`config.mk`:
```
export PLATFORM = sky130hd
export DESIGN_NAME = acc_unit_flat
export DESIGN_NICKNAME = d
export VERILOG_FILES = /design/src/rtl/acc_unit_if.sv /design/src/rtl/acc_unit.sv /design/src/flat_wrapper.sv
export SDC_FILE = /design/constraint.sdc
export NUM_CORES = 1
export LEC_CHECK = 0
export CORE_UTILIZATION = 40
export CTS_BUF_LIST = sky130_fd_sc_hd__clkbuf_4
export DETAILED_ROUTE_END_ITERATION = 8
export GPL_ROUTABILITY_DRIVEN = 0
export HOLD_SLACK_MARGIN = 0.1
export PLACE_DENSITY = 0.63
export SYNTH_ARGS = -nofsm -noshare
export SYNTH_HDL_FRONTEND = slang
export SYNTH_SLANG_ARGS = --single-unit
```
`constraint.sdc`:
```
create_clock -name clk -period 3.3 [get_ports clk]
set_input_delay 0.33 -clock clk [delete_from_list [all_inputs] [get_ports clk]]
set_output_delay 0.33 -clock clk [all_outputs]
set_load 0.005 [all_outputs]
```
`src/rtl/acc_unit_if.sv`:
```
// -----------------------------------------------------------------------------
// acc_unit_if
// Bundles the command handshake and the data-memory handshake of acc_unit.
//
// Signals (named as on the original flat port list):
//   Command:  in_valid, in_ready, acc_ctrl[2:0], fn[2:0], operand[7:0],
//             mem_ld, mem_st
//   Memory:   mem_req, mem_we, mem_addr[7:0], mem_wdata[7:0],
//             mem_rdata[7:0], mem_ack
//
// Modports:
//   slave  - the accumulator unit (consumes commands, drives memory requests)
//   master - the environment (issues commands, answers memory requests)
// -----------------------------------------------------------------------------
interface acc_unit_if;
    logic       in_valid;
    logic       in_ready;
    logic [2:0] acc_ctrl;
    logic [2:0] fn;
    logic [7:0] operand;
    logic       mem_ld;
    logic       mem_st;

    logic       mem_req;
    logic       mem_we;
    logic [7:0] mem_addr;
    logic [7:0] mem_wdata;
    logic [7:0] mem_rdata;
    logic       mem_ack;

    modport slave (
        input  in_valid, acc_ctrl, fn, operand, mem_ld, mem_st,
        input  mem_rdata, mem_ack,
        output in_ready,
        output mem_req, mem_we, mem_addr, mem_wdata
    );

    modport master (
        output in_valid, acc_ctrl, fn, operand, mem_ld, mem_st,
        output mem_rdata, mem_ack,
        input  in_ready,
        input  mem_req, mem_we, mem_addr, mem_wdata
    );
endinterface

```
`src/rtl/acc_unit.sv`:
```
// -----------------------------------------------------------------------------
// acc_unit
// 8-bit accumulator execution unit with a single-port data-memory handshake.
// One command is accepted in IDLE; register/immediate operations finish in
// EXEC one edge later, memory load/store waits in MEM for mem_ack.
//
// Ports:
//   clk       in   sole clock, rising edge
//   rst_n     in   asynchronous active-low reset
//   bus       if   acc_unit_if.slave: command + memory handshake
//   rf_we     out  one-cycle register-file write strobe (MOVE)
//   rf_wdata  out  register-file write data (acc at MOVE time)
//   acc       out  accumulator
//   zero      out  registered (acc == 0)
//   done      out  one-cycle completion pulse
//
// Build option:
//   ACC_SAT_EN  when defined, add saturates at 255 and sub at 0;
//               otherwise both wrap modulo 256.
// -----------------------------------------------------------------------------
module acc_unit (
    input  logic        clk,
    input  logic        rst_n,
    acc_unit_if.slave   bus,
    output logic        rf_we,
    output logic [7:0]  rf_wdata,
    output logic [7:0]  acc,
    output logic        zero,
    output logic        done
);

    localparam logic [1:0] ST_IDLE = 2'd0;
    localparam logic [1:0] ST_EXEC = 2'd1;
    localparam logic [1:0] ST_MEM  = 2'd2;

    localparam logic [2:0] CTRL_UNARY  = 3'b001;
    localparam logic [2:0] CTRL_BINARY = 3'b010;
    localparam logic [2:0] CTRL_MOVE   = 3'b101;

    logic [1:0] state;
    logic [1:0] next_state;
    logic       in_ready_q;

    // Latched command fields
    logic [2:0] ctrl_q;
    logic [2:0] fn_q;
    logic [7:0] operand_q;
    logic       ld_q;
    logic       st_q;

    logic       accept;
    logic       mem_cmd;
    logic [7:0] add_res;
    logic [7:0] sub_res;
    logic [7:0] exec_acc;
    logic       exec_move;
    logic [7:0] acc_next;
    logic       done_next;
    logic       rf_we_next;

    assign accept  = bus.in_valid && in_ready_q;
    // Exactly one flag selects a memory access; both set degrades to HOLD in EXEC.
    assign mem_cmd = bus.mem_ld ^ bus.mem_st;

    // ------------------------------------------------------------------
    // Arithmetic
    // ------------------------------------------------------------------
`ifdef ACC_SAT_EN
    logic [8:0] sum_full;
    always_comb begin
        sum_full = {1'b0, acc} + {1'b0, operand_q};
        add_res  = sum_full[8] ? 8'hFF : sum_full[7:0];
        sub_res  = (operand_q > acc) ? 8'h00 : (acc - operand_q);
    end
`else
    always_comb begin
        add_res = acc + operand_q;
        sub_res = acc - operand_q;
    end
`endif

    // ------------------------------------------------------------------
    // EXEC result: HOLD and unknown codes fall through as acc unchanged
    // ------------------------------------------------------------------
    always_comb begin
        exec_acc  = acc;
        exec_move = 1'b0;
        if (!(ld_q && st_q)) begin
            case (ctrl_q)
                CTRL_BINARY: begin
                    case (fn_q)
                        3'b000:  exec_acc = add_res;
                        3'b001:  exec_acc = sub_res;
                        3'b010:  exec_acc = acc & operand_q;
                        3'b011:  exec_acc = acc | operand_q;
                        default: exec_acc = acc;
                    endcase
                end
                CTRL_UNARY: begin
                    case (fn_q)
                        3'b101:  exec_acc = {acc[6:0], 1'b0};
                        3'b110:  exec_acc = {1'b0, acc[7:1]};
                        3'b111:  exec_acc = ~acc;
                        default: exec_acc = acc;
                    endcase
                end
                CTRL_MOVE: exec_move = 1'b1;
                default:   exec_acc  = acc;
            endcase
        end
    end

    // ------------------------------------------------------------------
    // Next-state logic
    // ------------------------------------------------------------------
    always_comb begin
        next_state = state;
        acc_next   = acc;
        done_next  = 1'b0;
        rf_we_next = 1'b0;
        case (state)
            ST_IDLE: begin
                if (accept) begin
                    next_state = mem_cmd ? ST_MEM : ST_EXEC;
                end
            end
            ST_EXEC: begin
                acc_next   = exec_acc;
                rf_we_next = exec_move;
                done_next  = 1'b1;
                next_state = ST_IDLE;
            end
            ST_MEM: begin
                if (bus.mem_ack) begin
                    if (ld_q) begin
                        acc_next = bus.mem_rdata;
                    end
                    done_next  = 1'b1;
                    next_state = ST_IDLE;
                end
            end
            default: next_state = ST_IDLE;
        endcase
    end

    // ------------------------------------------------------------------
    // State registers
    // ------------------------------------------------------------------
    always_ff @(posedge clk or negedge rst_n) begin
        if (!rst_n) begin
            state      <= ST_IDLE;
            in_ready_q <= 1'b0;
            acc        <= '0;
            zero       <= 1'b1;
            done       <= 1'b0;
            rf_we      <= 1'b0;
            rf_wdata   <= '0;
            ctrl_q     <= '0;
            fn_q       <= '0;
            operand_q  <= '0;
            ld_q       <= 1'b0;
            st_q       <= 1'b0;
        end else begin
            state      <= next_state;
            // Registered so in_ready stays low throughout reset and rises
            // at the first edge after release.
            in_ready_q <= (next_state == ST_IDLE);
            acc        <= acc_next;
            zero       <= (acc_next == 8'h00);
            done       <= done_next;
            rf_we      <= rf_we_next;
            if (rf_we_next) begin
                rf_wdata <= acc;
            end
            if (accept) begin
                ctrl_q    <= bus.acc_ctrl;
                fn_q      <= bus.fn;
                operand_q <= bus.operand;
                ld_q      <= bus.mem_ld;
                st_q      <= bus.mem_st;
            end
        end
    end

    // ------------------------------------------------------------------
    // Outputs decoded from registers only
    // ------------------------------------------------------------------
    assign bus.in_ready  = in_ready_q;
    assign bus.mem_req   = (state == ST_MEM);
    assign bus.mem_we    = (state == ST_MEM) && st_q;
    assign bus.mem_addr  = operand_q;
    assign bus.mem_wdata = acc;

endmodule

```
`src/flat_wrapper.sv`:
```
// flat-port wrapper written by rule: the top's interface ports become plain ports
module acc_unit_flat 
  (clk, rst_n, rf_we, rf_wdata, acc, zero, done, bus_in_valid, bus_acc_ctrl, bus_fn, bus_operand, bus_mem_ld, bus_mem_st, bus_mem_rdata, bus_mem_ack, bus_in_ready, bus_mem_req, bus_mem_we, bus_mem_addr, bus_mem_wdata);
  acc_unit_if bus_i ();
  input  logic clk;
  input  logic rst_n;
  output logic rf_we;
  output logic [7:0] rf_wdata;
  output logic [7:0] acc;
  output logic zero;
  output logic done;
  input wire logic [$bits(bus_i.in_valid)-1:0] bus_in_valid;
  input wire logic [$bits(bus_i.acc_ctrl)-1:0] bus_acc_ctrl;
  input wire logic [$bits(bus_i.fn)-1:0] bus_fn;
  input wire logic [$bits(bus_i.operand)-1:0] bus_operand;
  input wire logic [$bits(bus_i.mem_ld)-1:0] bus_mem_ld;
  input wire logic [$bits(bus_i.mem_st)-1:0] bus_mem_st;
  input wire logic [$bits(bus_i.mem_rdata)-1:0] bus_mem_rdata;
  input wire logic [$bits(bus_i.mem_ack)-1:0] bus_mem_ack;
  output wire logic [$bits(bus_i.in_ready)-1:0] bus_in_ready;
  output wire logic [$bits(bus_i.mem_req)-1:0] bus_mem_req;
  output wire logic [$bits(bus_i.mem_we)-1:0] bus_mem_we;
  output wire logic [$bits(bus_i.mem_addr)-1:0] bus_mem_addr;
  output wire logic [$bits(bus_i.mem_wdata)-1:0] bus_mem_wdata;
  assign bus_i.in_valid = bus_in_valid;
  assign bus_i.acc_ctrl = bus_acc_ctrl;
  assign bus_i.fn = bus_fn;
  assign bus_i.operand = bus_operand;
  assign bus_i.mem_ld = bus_mem_ld;
  assign bus_i.mem_st = bus_mem_st;
  assign bus_i.mem_rdata = bus_mem_rdata;
  assign bus_i.mem_ack = bus_mem_ack;
  assign bus_in_ready = bus_i.in_ready;
  assign bus_mem_req = bus_i.mem_req;
  assign bus_mem_we = bus_i.mem_we;
  assign bus_mem_addr = bus_i.mem_addr;
  assign bus_mem_wdata = bus_i.mem_wdata;
  acc_unit u_core (.clk(clk), .rst_n(rst_n), .bus(bus_i), .rf_we(rf_we), .rf_wdata(rf_wdata), .acc(acc), .zero(zero), .done(done));
endmodule
```
### After elaboration in Yosys (flattened, before gate mapping)

Cells that the tools add are included.

* $add $sub $neg: 2
* equality and inequality tests: 11
* multiplexer cells: 16
* bitwise operators: 4
* reductions and logical operators: 7

Operators by type and width (count)
* case mux 8 bit (2 select lines): 2
* case mux 8 bit (4 select lines): 1
* two-way mux 8 bit: 3
* case mux 8 bit (3 select lines): 1
* == test 3 bit (second input constant): 4
* == test 3 x 2 -> 1 bit (second input constant): 3
* adder 8 bit: 1
* bitwise AND 8 bit: 1
* zero test 8 bit: 1
* NOT 8 bit: 1
* bitwise OR 8 bit: 1
* subtractor 8 bit: 1
* == test 3 x 1 -> 1 bit (second input constant): 2
* two-way mux 2 bit: 3
* zero test 2 bit: 2
* two-way mux 1 bit: 4
* case mux 2 bit (2 select lines): 1
* logical AND 1 bit: 3
* zero test 3 bit: 1
* == test 2 x 1 -> 1 bit (second input constant): 1
* == test 2 bit (second input constant): 1
* case mux 1 bit (2 select lines): 1
* XOR 1 bit: 1

* register bits after elaboration: 38
* output and inout port bits: 38
* word-level logic and storage cells: 52

### Logic depth before layout (Yosys ltp)

Gate-level depths: netlist (run 1).

* word-level depth: 6
* mapped depth: 12
* depth with buffers taken out: 12

### Least setup slack after synthesis (run 1)

Ideal clock, no wire load.

* path type: register to register
* from: reg u_core.fn_q[2]
* to: reg u_core.zero
* arrival: 2781 ps
* required time: 3210 ps
* slack: 429 ps
* stages on the path, launching flop included: 11
* path buffers: 0
* period minus slack after synthesis: 2871 ps
* path through: dfrtp_1 nor3b_2 mux2_2 fa_1 nor2b_4 o311a_4 o21ai_2 mux2i_1 a2111oi_4 o211ai_2 nor4_2

* word-level cells in the longest chain between the ends: 6

Ends and longest elaborated chain
* start, declared: line acc_unit.sv:46 `logic [2:0] fn_q;`
* start signal, assigned: line acc_unit.sv:177 `fn_q <= bus.fn;`
* == test 3 x 2 -> 1 bit, or another cell as far along: line acc_unit.sv:91 `case (fn_q)`
* case mux 8 bit (4 select lines) or case mux 8 bit (3 select lines) (tied branches): line acc_unit.sv:91, acc_unit.sv:100
* case mux 8 bit (2 select lines) (*): line acc_unit.sv:89 `case (ctrl_q)`
* two-way mux 8 bit (*): line acc_unit.sv:88 `if (!(ld_q && st_q)) begin`
* case mux 8 bit (2 select lines) (*): line acc_unit.sv:121 `case (state)`
* zero test 8 bit (*): line acc_unit.sv:169 `zero <= (acc_next == 8'h00);`
* end signal, assigned: line acc_unit.sv:169
* end, declared: line acc_unit.sv:28 `output logic zero,`

Mark *: on every way between the ends. The rest lies on a longest branch, timed or not.
A chain may end at the register's enable or synchronous reset.

### Worst setup path in the final report (run 1)

* from: reg u_core.operand_q[0] (netlist: u_core.bus.mem_addr[0])
* to: reg u_core.zero

* word-level cells in the longest chain between the ends: 6

Ends and longest elaborated chain
* start, declared: line acc_unit.sv:47 `logic [7:0] operand_q;`
* start signal, assigned: line acc_unit.sv:178 `operand_q <= bus.operand;`
* subtractor 8 bit, or another cell as far along: line acc_unit.sv:78 `sub_res = acc - operand_q;`
* case mux 8 bit (4 select lines) (*): line acc_unit.sv:91
* case mux 8 bit (2 select lines) (*): line acc_unit.sv:89
* two-way mux 8 bit (*): line acc_unit.sv:88
* case mux 8 bit (2 select lines) (*): line acc_unit.sv:121
* zero test 8 bit (*): line acc_unit.sv:169

Marks and branches as above.

==> reports/qor.yml, run 1 <==
worstPathMaxFanout: 7
cp-start-kind: "flop"
port_buffers: 65
track_usage_pct: 20.9
max_stage_delay_ns: 0.49
drt-wirelength-per-cell_um: 16.1
die_height_um: 88.2
worst-setup-path-type: "reg -> reg"
totalWireLength_mm: 7.75
final_max_slew_viol_count: 0
yosys.area.top_type: "dfrtp_1"
insertion_delay_ns: 0.35
die_x_um: 88.2
regToRegSetupSlack_ns: 0.26
ys_warn_count: 0
sw_frac_of_total_pct: 45.6
first_global_vias: 2499
nets: 423
clk_pin_slew_worst_paths_ns: 0.12
setup-tns-final_ns: 0
maxCapViolCount: 0
met3_length_um: 535
multi_input_area_um2: 1790
postCtsHoldBufs: 1
async_flop_share_pct: 100
grt_max_degree: 39
ys_seq_area_share_pct: 32.0
synth_edf_count: 0
setup.worst_path.end_class: "flop"
antenna_found_initial: 0
synth-seq-cells: 38
wl_met2_mm: 3.64
diodes: 0
setup_viol: 0
synthesis.instances: 325
placed_area_um2: 3670
m1WireLength_mm: 3.44
ant_nets: 0
clock_sinks: 38
dieArea_um2: 7790
netlist.area_leader.share_pct: 31.1
worstPathCellList: "inv_1 -> ha_1 -> mux2_2 -> fa_1 -> nor2b_4 -> o311a_4 -> o21ai_2 -> mux2i_1 -> a2111oi_4 -> o211ai_2 -> nor4_2"
leakage_uw: 0.00151
skew_ns: 0.00985
clock_path_buffers: 2
synth_nets: 367
crit_arrival_ns: 3.31
cts_root_buf: "clkbuf_4"
p_int_uw: 1780
fillers: 689
status: "finished clean"
seq_area_um2: 952
vias: 2730
htreeDepth: 2
viasPerCell: 5.68
overflow: 0
cp_num_buf_inv: 1
synth_cell_types: 69
power_density_nw_per_um2: 877
slowest_stage: "dfrtp_1"
final_hold_viol_count: 0
dr.pass1.iters: 6
dr.max_layer_used: "met4"
avgSynthCellArea_um2: 9.15
combPwrFrac_pct: 66.4
p_seq_share_pct: 26.1
power.switching_uw: 1490
synthesis.area_um2: 2980
critPathTopFamily: "adder cells"
grt_first_pass_wirelength_mm: 12.4
postCtsResizedCells: 0
min_period_ns: 3.04
worstHoldPathType: "reg -> reg"
first_iter_violations: 268
rsz0062_at_grt: "false"
area_growth_pct: 25.4
worst_pin_slew_ns: 0.852
core-area_um2: 7210
clkPwrFrac_pct: 7.5
vdd_drop_max_v: 0.000321
start_util_pct: 41.2
fin_crit_sh_pct: 92.1
fmax_mhz: 329
fin_area_um2: 3730
crit_required_ns: 3.57
tritoncts: "yes"
drive_gt1_share_pct: 16.2
cts_made_buffers: 5
post_cts_buffers: 0
synth_flop_cell: "dfrtp_1"
hpwl_mm: 5.91
slew_headroom_pct: 43.2
final_util_pct: 51.7
ioPinCount: 66
drc: 0
yosys-top-cells-area: "dfrtp_1 (31%), mux2_2 (9.5%), ha_1 (5.5%)"
rows: 31
[cell usage after synthesis (2+ instances only)]
cell type,count
and2_1,2
nand2b_1,2
mux2_2,25
nand2_1,24
or2_1,2
buf_4,14
inv_1,18
dfrtp_1,37
a22o_1,4
a311oi_1,2
a2bb2oi_1,2
a31oi_1,4
ha_1,13
a21oi_1,23
o2111ai_1,2
o21a_1,2
buf_2,3
nand4_1,3
nor3b_1,2
a211oi_1,3
nand3_1,5
o21ai_0,19
o22ai_1,14
xor2_1,4
nor2_1,12
nor2b_1,8
o31ai_1,3
o211ai_1,4
nor3_1,7
o311ai_0,2
o21ai_2,2
o211a_1,3
clkbuf_1,11
xnor2_1,8
mux2i_1,2
[registers in the layout, summed over array words and instances, names as in the netlist]
name and flops:
u_core.bus.mem_addr 8, u_core.rf_wdata 8, u_core.acc 8, u_core.bus.in_ready 1
u_core.rf_we 1, u_core.zero 1, u_core.ld_q 1, u_core.ctrl_q 3
u_core.done 1, u_core.state 2, u_core.st_q 1, u_core.fn_q 3
[final cells by class]
| class | instances | share of cell area (%) |
|---|---|---|
| clock buffer | 5 | 1.01 |
| clock inverter | 3 | 0.436 |
| inverter | 18 | 1.81 |
| multi-input combinational | 241 | 48.1 |
| sequential | 38 | 25.5 |
| tap | 99 | 3.32 |
| timing repair buffer | 77 | 19.8 |
[cells by family after synthesis]
logic type	Yosys count	synth area share, %
AOI/OAI and AO/OA	108	25.8
xor gates and xnor gates	12	3.53
adders and majority gates	14	6.14
buffers and inverters	46	7.70
DFF	38	32.0
muxes	28	10.6
and+or+nand+nor	79	14.2
[worst reg2reg max path: stages (launching register included)]
cell and delay (ns):
dfrtp_1 0.49, inv_1 0.12, ha_1 0.30, mux2_2 0.30, fa_1 0.47, nor2b_4 0.16
o311a_4 0.18, o21ai_2 0.06, mux2i_1 0.15, a2111oi_4 0.40, o211ai_2 0.11, nor4_2 0.22
[power by group through the flow]
| stage | Combinational [µW] | Sequential (µW) | Clock (µW) |
|---|---|---|---|
| floorplan | 1520 | 809 | 0 |
| global placement | 2140 | 855 | 0 |
| detailed placement | 2150 | 864 | 0 |
| CTS | 2170 | 854 | 258 |
| global route | 2410 | 881 | 275 |
| finish | 2170 | 854 | 245 |
[final timing paths]
check | endpoint | start | cells after the start
max in group asynchronous | u_core.ctrl_q[2] | rst_n | 2
setup reg to reg | u_core.zero | u_core.bus.mem_addr[0] | 11
min in group asynchronous | u_core.rf_we | rst_n | 2
setup / recovery | u_core.zero | u_core.bus.mem_addr[0] | 11
hold reg to reg | u_core.rf_wdata[0] | u_core.rf_wdata[0] | 1
hold / removal | u_core.rf_wdata[0] | u_core.rf_wdata[0] | 1
[stage by stage]
step | worst slack, ns | std cells | hold WS (ns) | total power (µW)
5_1_grt | 0.0367 | 481 | 0.548 | 3570
3_5_place_dp | 0.301 | 472 | 0.491 | 3010
6_report | 0.261 | 481 | 0.520 | 3270
3_3_place_gp | 0.407 | 472 | 0.488 | 2990
2_1_floorplan | 0.429 | 325 | 0.0344 | 2330
4_1_cts | 0.259 | 481 | 0.526 | 3280
[layer usage]
layer  vias up  GRT usage (%)
li1       1302              -
met1      1298           28.8
met2       119           33.5
met3        11           3.92
met4         0           6.30
met5         -              0
[cell usage in the layout (no fill, tap or decap), types with 5 or more instances in the layout]
cell             instances
clkdlybuf4s50_1         64
dfrtp_1                 37
mux2_2                  25
nand2_1                 24
a21oi_1                 23
o21ai_0                 19
inv_1                   18
o22ai_1                 14
ha_1                    13
nor2_1                  12
buf_4                   11
nor2b_1                  8
xnor2_1                  8
nor3_1                   7
nand3_1                  5
clkbuf_4                 5
No activity file was read; power rests on OpenSTA's default activity.
==> run 2: changes to the inputs <==
- GPL_TIMING_DRIVEN: not set -> 0
- clock period: 3.3 -> 2.96 ns (I/O delays scaled with it)
==> run 2 against run 1 <==
Sequential power increased by 14%. Critical endpoint unchanged. Wire length increased by 6.6%. First-iteration DRC count increased by 34%. Total power increased by 22%. Sequential share of layout area decreased by 1.2 points. Via count increased by 3.6%. Combinational power increased by 23%. Critical path depth increased by 1.
==> reports/qor.yml, run 2 (synthesized netlist as in run 1, its figures left out) <==
min_period_ns: 2.90
leakage_uw: 0.00159
final_hold_viol_count: 0
worst_pin_slew_ns: 0.829
vias: 2828
dieArea_um2: 7790
skew_ns: 0.00957
slew_headroom_pct: 44.8
cp.depth: 12
start_util_pct: 41.2
final_max_slew_viol_count: 0
met3_length_um: 484
dr.pass1.iters: 5
clock_path_buffers: 2
p_seq_share_pct: 24.3
cts_root_buf: "clkbuf_4"
wl_met2_mm: 3.75
mostFrequentLayoutCells: "clkdlybuf4s50_1 (64), dfrtp_1 (34), nand2_1 (24), mux2_2 (24), a21oi_1 (22)"
die_height_um: 88.2
critPathTopFamily: "compound AO/OA/AOI/OAI gates"
cp-start-kind: "flop"
crit_arrival_ns: 3.18
overflow: 0
crit_required_ns: 3.24
rsz0062_at_grt: "true"
clock_sinks: 38
nets: 443
worst-setup-path-type: "reg -> reg"
maxCapViolCount: 0
tritoncts: "yes"
status: "finished clean"
totalWireLength_mm: 8.26
fin_crit_sh_pct: 98.1
htreeDepth: 2
area_growth_pct: 31.9
port_buffers: 65
final_util_pct: 54.4
diodes: 0
setup.worst_path.end_class: "flop"
final_common_cell: "clkdlybuf4s50_1"
core-area_um2: 7210
ant_nets: 0
placed_cells: 489
worstHoldStart: "u_core.rf_wdata[6]"
m1WireLength_mm: 3.85
first_iter_violations: 359
cp_num_buf_inv: 1
power_density_nw_per_um2: 1020
finalNonFillerCells: 501
vdd_drop_max_v: 0.000373
clk_pin_slew_worst_paths_ns: 0.12
drc: 0
drt-wirelength-per-cell_um: 16.5
first_global_vias: 2580
viasPerCell: 5.64
slowest_stage: "dfrtp_2"
track_usage_pct: 21.6
drive_gt1_share_pct: 20.9
antenna_found_initial: 0
combPwrFrac_pct: 66.5
setup-tns-final_ns: 0
hpwl_mm: 6.15
dr.max_layer_used: "met4"
ioPinCount: 66
cts_made_buffers: 5
setup_viol: 0
reg2regPathDepth: 12
worstPathMaxFanout: 5
worstPathCellList: "nor3b_4 -> buf_6 -> nor2_2 -> xnor2_1 -> ha_1 -> nor2b_4 -> o311a_4 -> o21ai_4 -> mux2i_2 -> a2111oi_4 -> o211ai_2 -> nor4_2"
clkPwrFrac_pct: 9.1
sw_frac_of_total_pct: 44.4
grt_first_pass_wirelength_mm: 12.9
max_stage_delay_ns: 0.44
r2r-start: "u_core.fn_q[2]"
holdPathEnd: "u_core.rf_wdata[6]"
rows: 31
r2r_end: "u_core.zero"
insertion_delay_ns: 0.35
fmax_mhz: 344
grt_max_degree: 39
p_int_uw: 2220
hold-path-cell-count: 1
timing.hold.ws_ns: 0.518
worstHoldPathType: "reg -> reg"
die_x_um: 88.2
regToRegSetupSlack_ns: 0.06
power.switching_uw: 1770
[run 2: what timing repair did]
action,in CTS,in global routing
hold buffers,1,0
buffers inserted,3,3
hold endpoints to repair,37,0
pin swaps,1,7
gates resized for setup,4,10
endpoints found under the setup margin,2,2
[run 2: layer usage]
layer  track usage, %  up-vias
met4             5.72        0
met2             34.1      112
met1             30.5     1359
met5                0        -
met3             3.92       16
li1                 -     1341
[run 2: final cells by class]
cell class                 instances  area (µm²)
fill                             712        3290
clock inverter                     2        33.8
inverter                          18        67.6
clock buffer                       6        45.0
multi-input combinational        241        1840
tap                               99         124
buffer                            25         150
timing repair buffer              72         704
sequential                        38         956
[run 2: worst max-delay path by stage]
stage                    from     endpoint  slack, ns
5_1_grt        u_core.fn_q[2]  u_core.zero      -0.07
3_3_place_gp   u_core.fn_q[2]  u_core.zero      -0.18
3_5_place_dp   u_core.fn_q[2]  u_core.zero      -0.18
4_1_cts        u_core.fn_q[2]  u_core.zero     0.0008
6_report       u_core.fn_q[2]  u_core.zero       0.06
2_1_floorplan  u_core.fn_q[2]  u_core.zero       0.09
[run 2: worst register-to-register path: cells and delay by family (launching register included)]
family	cells	cell delay (ns)
AO/OA/AOI/OAI	4	0.95
XOR/XNOR	1	0.12
adder cells (fa/ha/maj)	1	0.36
buffers and inverters	1	0.16
flip-flops	1	0.44
multiplexers	1	0.10
AND/OR/NAND/NOR	4	0.69
[run 2: power by group through the flow]
stage                     combinational (µW)  sequential, µW  clock (µW)
after CTS                               2490             977         380
after global routing                    2880            1000         394
after detailed placement                2480             951           0
final                                   2660             972         365
after global placement                  2440             943           0
after floorplan                         1690             902           0
[run 2: per-stage QoR]
stage / worst slack (ns) / power (µW) / area (µm²)
after global routing: -0.0720 / 4280 / 3920
after CTS: 0.000786 / 3840 / 3860
after detailed placement: -0.184 / 3430 / 3740
after global placement: -0.178 / 3390 / 3750
after floorplan: 0.0890 / 2600 / 2980
final: 0.0564 / 3990 / 3920
==> run 3: changes to the inputs <==
- GPL_TIMING_DRIVEN: 0 -> not set
==> run 3 against run 2 <==
Flip-flop and latch count unchanged. Worst hold slack gained 0.0016 ns. Maximum frequency rose by 2.1%. Sequential share of layout area is 0.66 points higher. Cell area decreased by 3.0%. Non-clock buffer count down 15. Via count shrank 2.0%. Largest power group unchanged. Clock-buffer cell count unchanged. Critical path type unchanged. Combinational power fell by 6%. Total power decreased by 4.9%. Clock skew increased by 0.0061 ns.
==> reports/qor.yml, run 3 (synthesized netlist as in run 1, its figures left out) <==
status: "finished clean"
hpwl_mm: 6.04
clkPwrFrac_pct: 9.7
r2r_end: "u_core.zero"
final_common_cell: "clkdlybuf4s50_1"
ioPinCount: 66
power.switching_uw: 1670
drive_gt1_share_pct: 17.8
worst-setup-path-type: "reg -> reg"
reg2regPathDepth: 12
drt-wirelength-per-cell_um: 16.3
diodes: 0
p_int_uw: 2130
grt_first_pass_wirelength_mm: 12.5
slowest_stage: "dfrtp_1"
cp-start-kind: "flop"
tritoncts: "yes"
multi_input_area_um2: 1810
cts_made_buffers: 5
ant_nets: 0
power_density_nw_per_um2: 997
setup.worst_path.end_class: "flop"
maxCapViolCount: 0
slew_headroom_pct: 41.1
first_iter_violations: 362
final_hold_viol_count: 0
use_met3_pct: 3.82
drc: 0
placed_cells: 477
combPwrFrac_pct: 65.9
max_stage_delay_ns: 0.40
start_util_pct: 41.2
fin_area_um2: 3800
seq_area_um2: 952
worst_slack_ns: 0.116
clk_pin_slew_worst_paths_ns: 0.13
final_max_slew_viol_count: 0
worstHoldPathType: "reg -> reg"
rows: 31
skew_ns: 0.0156
insertion_delay_ns: 0.36
busiest_layer: "met2"
nets: 428
crit_arrival_ns: 3.13
sw_frac_of_total_pct: 44.0
finalNonFillerCells: 486
die_x_um: 88.2
clock_path_buffers: 2
worstPathMaxFanout: 6
fillers: 713
leakage_uw: 0.00155
p_seq_share_pct: 24.4
core-area_um2: 7210
min_period_ns: 2.84
htreeDepth: 2
fmax_mhz: 352
post_cts_buffers: 0
cts_root_buf: "clkbuf_4"
dr.pass1.iters: 7
fin_crit_sh_pct: 96.1
setup.worst_path.start: "u_core.fn_q[1]"
crit_required_ns: 3.24
track_usage_pct: 21.2
mostFrequentLayoutCells: "clkdlybuf4s50_1 (64), dfrtp_1 (37), mux2_2 (25)"
dieArea_um2: 7790
clock_sinks: 38
vias: 2771
area_growth_pct: 27.9
totalWireLength_mm: 7.93
grt_max_degree: 39
worst_pin_slew_ns: 0.883
antenna_found_initial: 0
place_ws_ns: 0.0694
setup-tns-final_ns: 0
die_height_um: 88.2
viasPerCell: 5.70
setup_viol: 0
r2r-start: "u_core.fn_q[1]"
first_global_vias: 2540
gr-usage-met2_pct: 34.2
overflow: 0
holdPathEnd: "u_core.rf_wdata[4]"
hold-path-cell-count: 1
vdd_drop_max_v: 0.000371
grtUsageMet1_pct: 28.3
worstHoldStart: "u_core.rf_wdata[4]"
rsz0062_at_grt: "true"
placed_area_um2: 3700
port_buffers: 65
regToRegSetupSlack_ns: 0.12
worstPathCellList: "nor3b_2 -> buf_4 -> a31oi_1 -> xnor2_1 -> ha_1 -> or3_1 -> o21ai_0 -> a31oi_1 -> xnor2_1 -> mux2i_1 -> a21oi_1 -> nor4_2"
[run 3: cell count changes in the layout (fill, tap and decap cells not counted), sizes merged]
cell and delta:
buf -7, clkbuf -8
[run 3: critical path: cells and delay by family, from the launching register on]
kind,cells,cell delay [ns]
muxes,1,0.20
DFF,1,0.40
AOI/OAI and AO/OA,4,0.33
xor gates and xnor gates,2,0.43
adders and majority gates,1,0.32
and+or+nand+nor,3,0.91
buffers and inverters,1,0.18
[run 3: metal layers]
metal	vias to the layer above	routed length [µm]
met5	-	0
met4	0	206
met3	21	488
met2	114	3760
met1	1321	3470
li1	1315	-
[run 3: final cells by class]
| class | count | share of cell area, % |
|---|---|---|
| Multi-Input combinational cell | 241 | 47.5 |
| Tap cell | 99 | 3.26 |
| Clock inverter | 2 | 0.888 |
| Sequential cell | 38 | 25.0 |
| Inverter | 18 | 1.78 |
| Clock buffer | 6 | 1.18 |
| Timing Repair Buffer | 82 | 20.4 |
[run 3: power by group through the flow]
stage | Combinational, µW | Sequential (µW) | Clock, µW
finish | 2500 | 927 | 367
global route | 2750 | 962 | 398
CTS | 2470 | 926 | 384
detailed placement | 2450 | 938 | 0
global placement | 2440 | 932 | 0
floorplan | 1690 | 902 | 0
[run 3: how the worst max path moves through the flow]
stage                        endpoint  slack [ns]  cells after the start
after floorplan           u_core.zero        0.09                     10
after global placement    u_core.zero        0.15                     11
after detailed placement  u_core.zero        0.07                     10
after CTS                 u_core.zero        0.04                     12
after global routing      u_core.zero       -0.12                     12
final                     u_core.zero        0.12                     12
[run 3: metrics by stage]
stage               total power (µW)  hold slack, ns  utilization [%]
global placement                3370           0.456             51.3
CTS                             3780           0.518             52.6
global route                    4110           0.520             52.7
floorplan                       2600        0.000409                -
finish                          3800           0.519             52.7
detailed placement              3390           0.469             51.3
[run 3: timing repair]
action,in CTS,in global routing
hold buffers,1,0
setup endpoints to repair,0,1
gates resized for setup,0,2
hold endpoints to repair,37,0
==> RTL change 1: new RTL, flow settings as in run 2 <==
The option `ACC_SAT_EN` is turned on by a define.
--- a/src/rtl/acc_unit.sv
+++ b/src/rtl/acc_unit.sv
@@ -18,6 +18,8 @@
 //   ACC_SAT_EN  when defined, add saturates at 255 and sub at 0;
 //               otherwise both wrap modulo 256.
 // -----------------------------------------------------------------------------
+`define ACC_SAT_EN
+
 module acc_unit (
     input  logic        clk,
     input  logic        rst_n,
Behaviour: not the same (Yosys sat finds a counterexample within 4 cycles, from zero or initial values and one cycle with rst_n low).
==> RTL change 1 against run 2 <==
- design area grew 17%
- wire length increased by 23%
- power grew 12%
- setup slack better by 0.024 ns
- hold slack got worse by 0.21 ns
- combinational power rose by 18%
- sequential cell count did not move
- cell count up 17%
- area after synthesis increased by 17%
- critical endpoint unchanged
- via count rose by 21%
- clock skew down 0.0015 ns
- largest power group unchanged
- count of clock-buffer cells in the layout grew 1
- first-iteration DRC count down 16%
==> RTL change 1: results <==
{
  "final_nets": 540,
  "synth_cell_types": 67,
  "status": "finished clean",
  "dpl.cell_count": 562,
  "clockBufferDepth": 2,
  "max-vdd-ir-drop_uv": 493.1,
  "synthTopCellsByCount": "37 x dfrtp_1, 30 x ha_1, 30 x inv_1",
  "routed_wl_mm": 10.17,
  "hold_class": "in -> async",
  "h-tree-depth": 2,
  "synthMuxAreaShare_pct": 9.515,
  "critPathCapture": "u_core.zero",
  "critPathArrivalTime_ns": 3.15,
  "route.detailed.wl_per_inst_um": 17.35,
  "grt_pass1_wl_mm": 15.94,
  "clk-insertion-delay-late_ns": 0.35,
  "io_buffers": 65,
  "root_buffer": "clkbuf_4",
  "worstSetupStartpointType": "flip-flop",
  "drt-initial-drc-count": 302,
  "fin_skew_ns": 0.008109,
  "slew-limit-headroom_pct": 36.56,
  "r2r-start": "u_core.acc[2]",
  "nFillCells": 796,
  "syn-num-nets": 451,
  "placed_area_um2": 4282,
  "antenna_found_initial": 0,
  "synth-xor-area-share_pct": 2.513,
  "yosys_warnings": 0,
  "grt_usage_pct": 23.04,
  "clk_pin_slew_worst_paths_ns": 0.12,
  "avgSynthCellArea_um2": 8.912,
  "first_pass_iters": 5,
  "dp_hpwl_mm": 7.599,
  "synth_area_leaders": "dfrtp_1 27%, ha_1 11%, mux2_2 8.1%",
  "fmax_ghz": 0.3473,
  "grt_max_degree": 35,
  "p_leak_nw": 1.910,
  "r2r_slack_ns": 0.08,
  "synthArstFlopShare_pct": 100.0,
  "grt_pass1_vias": 3138,
  "hold_slack_ns": 0.3110,
  "crit_fanout": 9,
  "rr_worst_depth": 10,
  "synthAdderAreaFrac_pct": 11.92,
  "num_vias": 3431,
  "diodes": 0,
  "numCtsBuffers": 5,
  "pre_cts_slack_ns": -0.4333,
  "synth_compound_area_share_pct": 24.85,
  "synth-seq-area-share_pct": 27.32,
  "drive_gt1_share_pct": 23.28
}
-- RTL change 1: changes by cell type in the layout (fill, tap and decap cells not counted), moves of 7 or more --
cell and change:
ha_1 +15, o22ai_1 -12, inv_1 +10, nand3_1 +9, nor2_1 +8, a21oi_1 +7
-- RTL change 1: layout make-up --
| type | instances | area, um2 | area share, % |
|---|---|---|---|
| repair buffers | 83 | 795.8 | 17.38 |
| well taps | 105 | 131.4 | 2.870 |
| inverters | 31 | 116.4 | 2.542 |
| flip-flops and latches | 38 | 963.4 | 21.04 |
| clock inverters | 1 | 30.03 | 0.6559 |
| clock buffers | 7 | 52.55 | 1.148 |
| multi-input cells | 294 | 2323 | 50.75 |
| plain buffers | 27 | 165.2 | 3.608 |
-- RTL change 1: per-layer routing --
| layer | part of all wire, % | GRT usage (%) | up-vias | wire, um |
|---|---|---|---|---|
| li1 | - | - | 1595 | - |
| met1 | 43 | 31.54 | 1647 | 4419 |
| met2 | 45 | 36.13 | 165 | 4608 |
| met3 | 8.1 | 4.226 | 24 | 824 |
| met4 | 3.1 | 8.081 | 0 | 312 |
| met5 | 0 | 0 | - | 0 |
-- RTL change 1: critical path, stage by stage (launching register included) --
cell and delay [ns]:
dfrtp_2 0.50, inv_2 0.10, ha_1 0.30, buf_6 0.14, a21o_1 0.24, a221oi_4 0.34
o221ai_4 0.23, a211oi_2 0.25, o311ai_1 0.15, a221o_1 0.34, nor4_2 0.22
-- RTL change 1: power by group --
group / switching [mW] / internal [mW]
combinational: 1.73 / 1.42
clock: 0.177 / 0.198
sequential: 0.213 / 0.720
-- RTL change 1: repair_timing --
action / 4_1_cts / 5_1_grt
hold buffers: 1 / 0
setup endpoints to repair: 5 / 3
hold endpoints to repair: 37 / 0
pin swaps: 2 / 7
buffers inserted: 6 / 10
gates resized for setup: 13 / 15
==> RTL change 2: new RTL, flow settings as in run 2 <==
Without the edit above. Reset style: synchronous (`rst_n`), changed in one clocked block. Comments in the files are not updated.
--- a/src/rtl/acc_unit.sv
+++ b/src/rtl/acc_unit.sv
@@ -146,7 +146,7 @@
     // ------------------------------------------------------------------
     // State registers
     // ------------------------------------------------------------------
-    always_ff @(posedge clk or negedge rst_n) begin
+    always_ff @(posedge clk) begin
         if (!rst_n) begin
             state      <= ST_IDLE;
             in_ready_q <= 1'b0;
Behaviour: differs if rst_n is asserted again (counterexample within 4 cycles, from zero or initial values and one cycle with rst_n low); with rst_n held inactive, the same outputs for 10 cycles.
==> RTL change 2 against run 2 <==
- the run now ends with negative setup slack left
- critical path depth fell by 1
- area after synthesis fell by 2.2%
- wire length rose by 8.9%
- sequential cell count did not move
- design area rose by 2.8%
- setup slack got worse by 0.32 ns
- largest cell class unchanged
Power is not compared: it rests on default switching activity, and its combinational part moved more than twofold at a synthesized area within 25%.
==> RTL change 2: results <==
{
  "synthArstFlopShare_pct": 0,
  "buffers_excl_clock": 113,
  "path_delay_family": "simple AND/OR/NAND/NOR gates",
  "hold_path_depth": 3,
  "wl_met3_um": 522,
  "viasPerCell": 5.571,
  "postSynthCellCount": 393,
  "pre_cts_slack_ns": -0.5899,
  "drt-initial-drc-count": 189,
  "hold_class": "in -> reg",
  "final.setup.worst_slack_ns": -0.2636,
  "synthTopCellsByCount": "57 x nand2_1, 39 x a21oi_1, 38 x dfxtp_1",
  "dp_hpwl_mm": 6.621,
  "finalSetupViolations": 2,
  "clk_share_pct": 1.767,
  "crit_fanout": 6,
  "syn-num-nets": 435,
  "multi_input_area_share_pct": 51.19,
  "violations": "negative setup slack",
  "crit_path_top_delay_cell": "or4_4",
  "status": "finished, violations left",
  "grt_pass1_vias": 2897,
  "slew-limit-headroom_pct": 25.70,
  "layout.nonclk_buf_share_pct": 23.41,
  "route.detailed.wl_per_inst_um": 15.66,
  "min_to": "u_core.fn_q[0]",
  "critPathCapture": "u_core.zero",
  "synthFlopType": "dfxtp_1",
  "multi_input_cells": 305,
  "synth_cell_types": 62,
  "wl_met2_mm": 4.231
}
RTL change 2: cell count changes in the layout (fill, tap and decap cells not counted), sizes merged, moves of 9 or more:
cell	change
a21oi	+15
dfxtp	+38
dfrtp	-37
nor2	+15
o22ai	-13
buf	+9
mux2	-24
nand2	+31
and2	+12
RTL change 2: repair_timing:
action | 4_1_cts | 5_1_grt
gates cloned | 0 | 0
hold buffers | 0 | 0
pin swaps | 11 | 14
buffers inserted | 10 | 10
gates resized for setup | 17 | 16
setup endpoints to repair | 4 | 4
RTL change 2: cells by family after synthesis:
family / count (synthesis) / synth area share [%]
xor+xnor: 10 / 3.269
buf+inv: 50 / 8.043
flops: 38 / 26.15
compound gates: 117 / 26.19
mux: 12 / 4.215
fa+ha+maj: 14 / 6.280
simple gates: 152 / 25.85
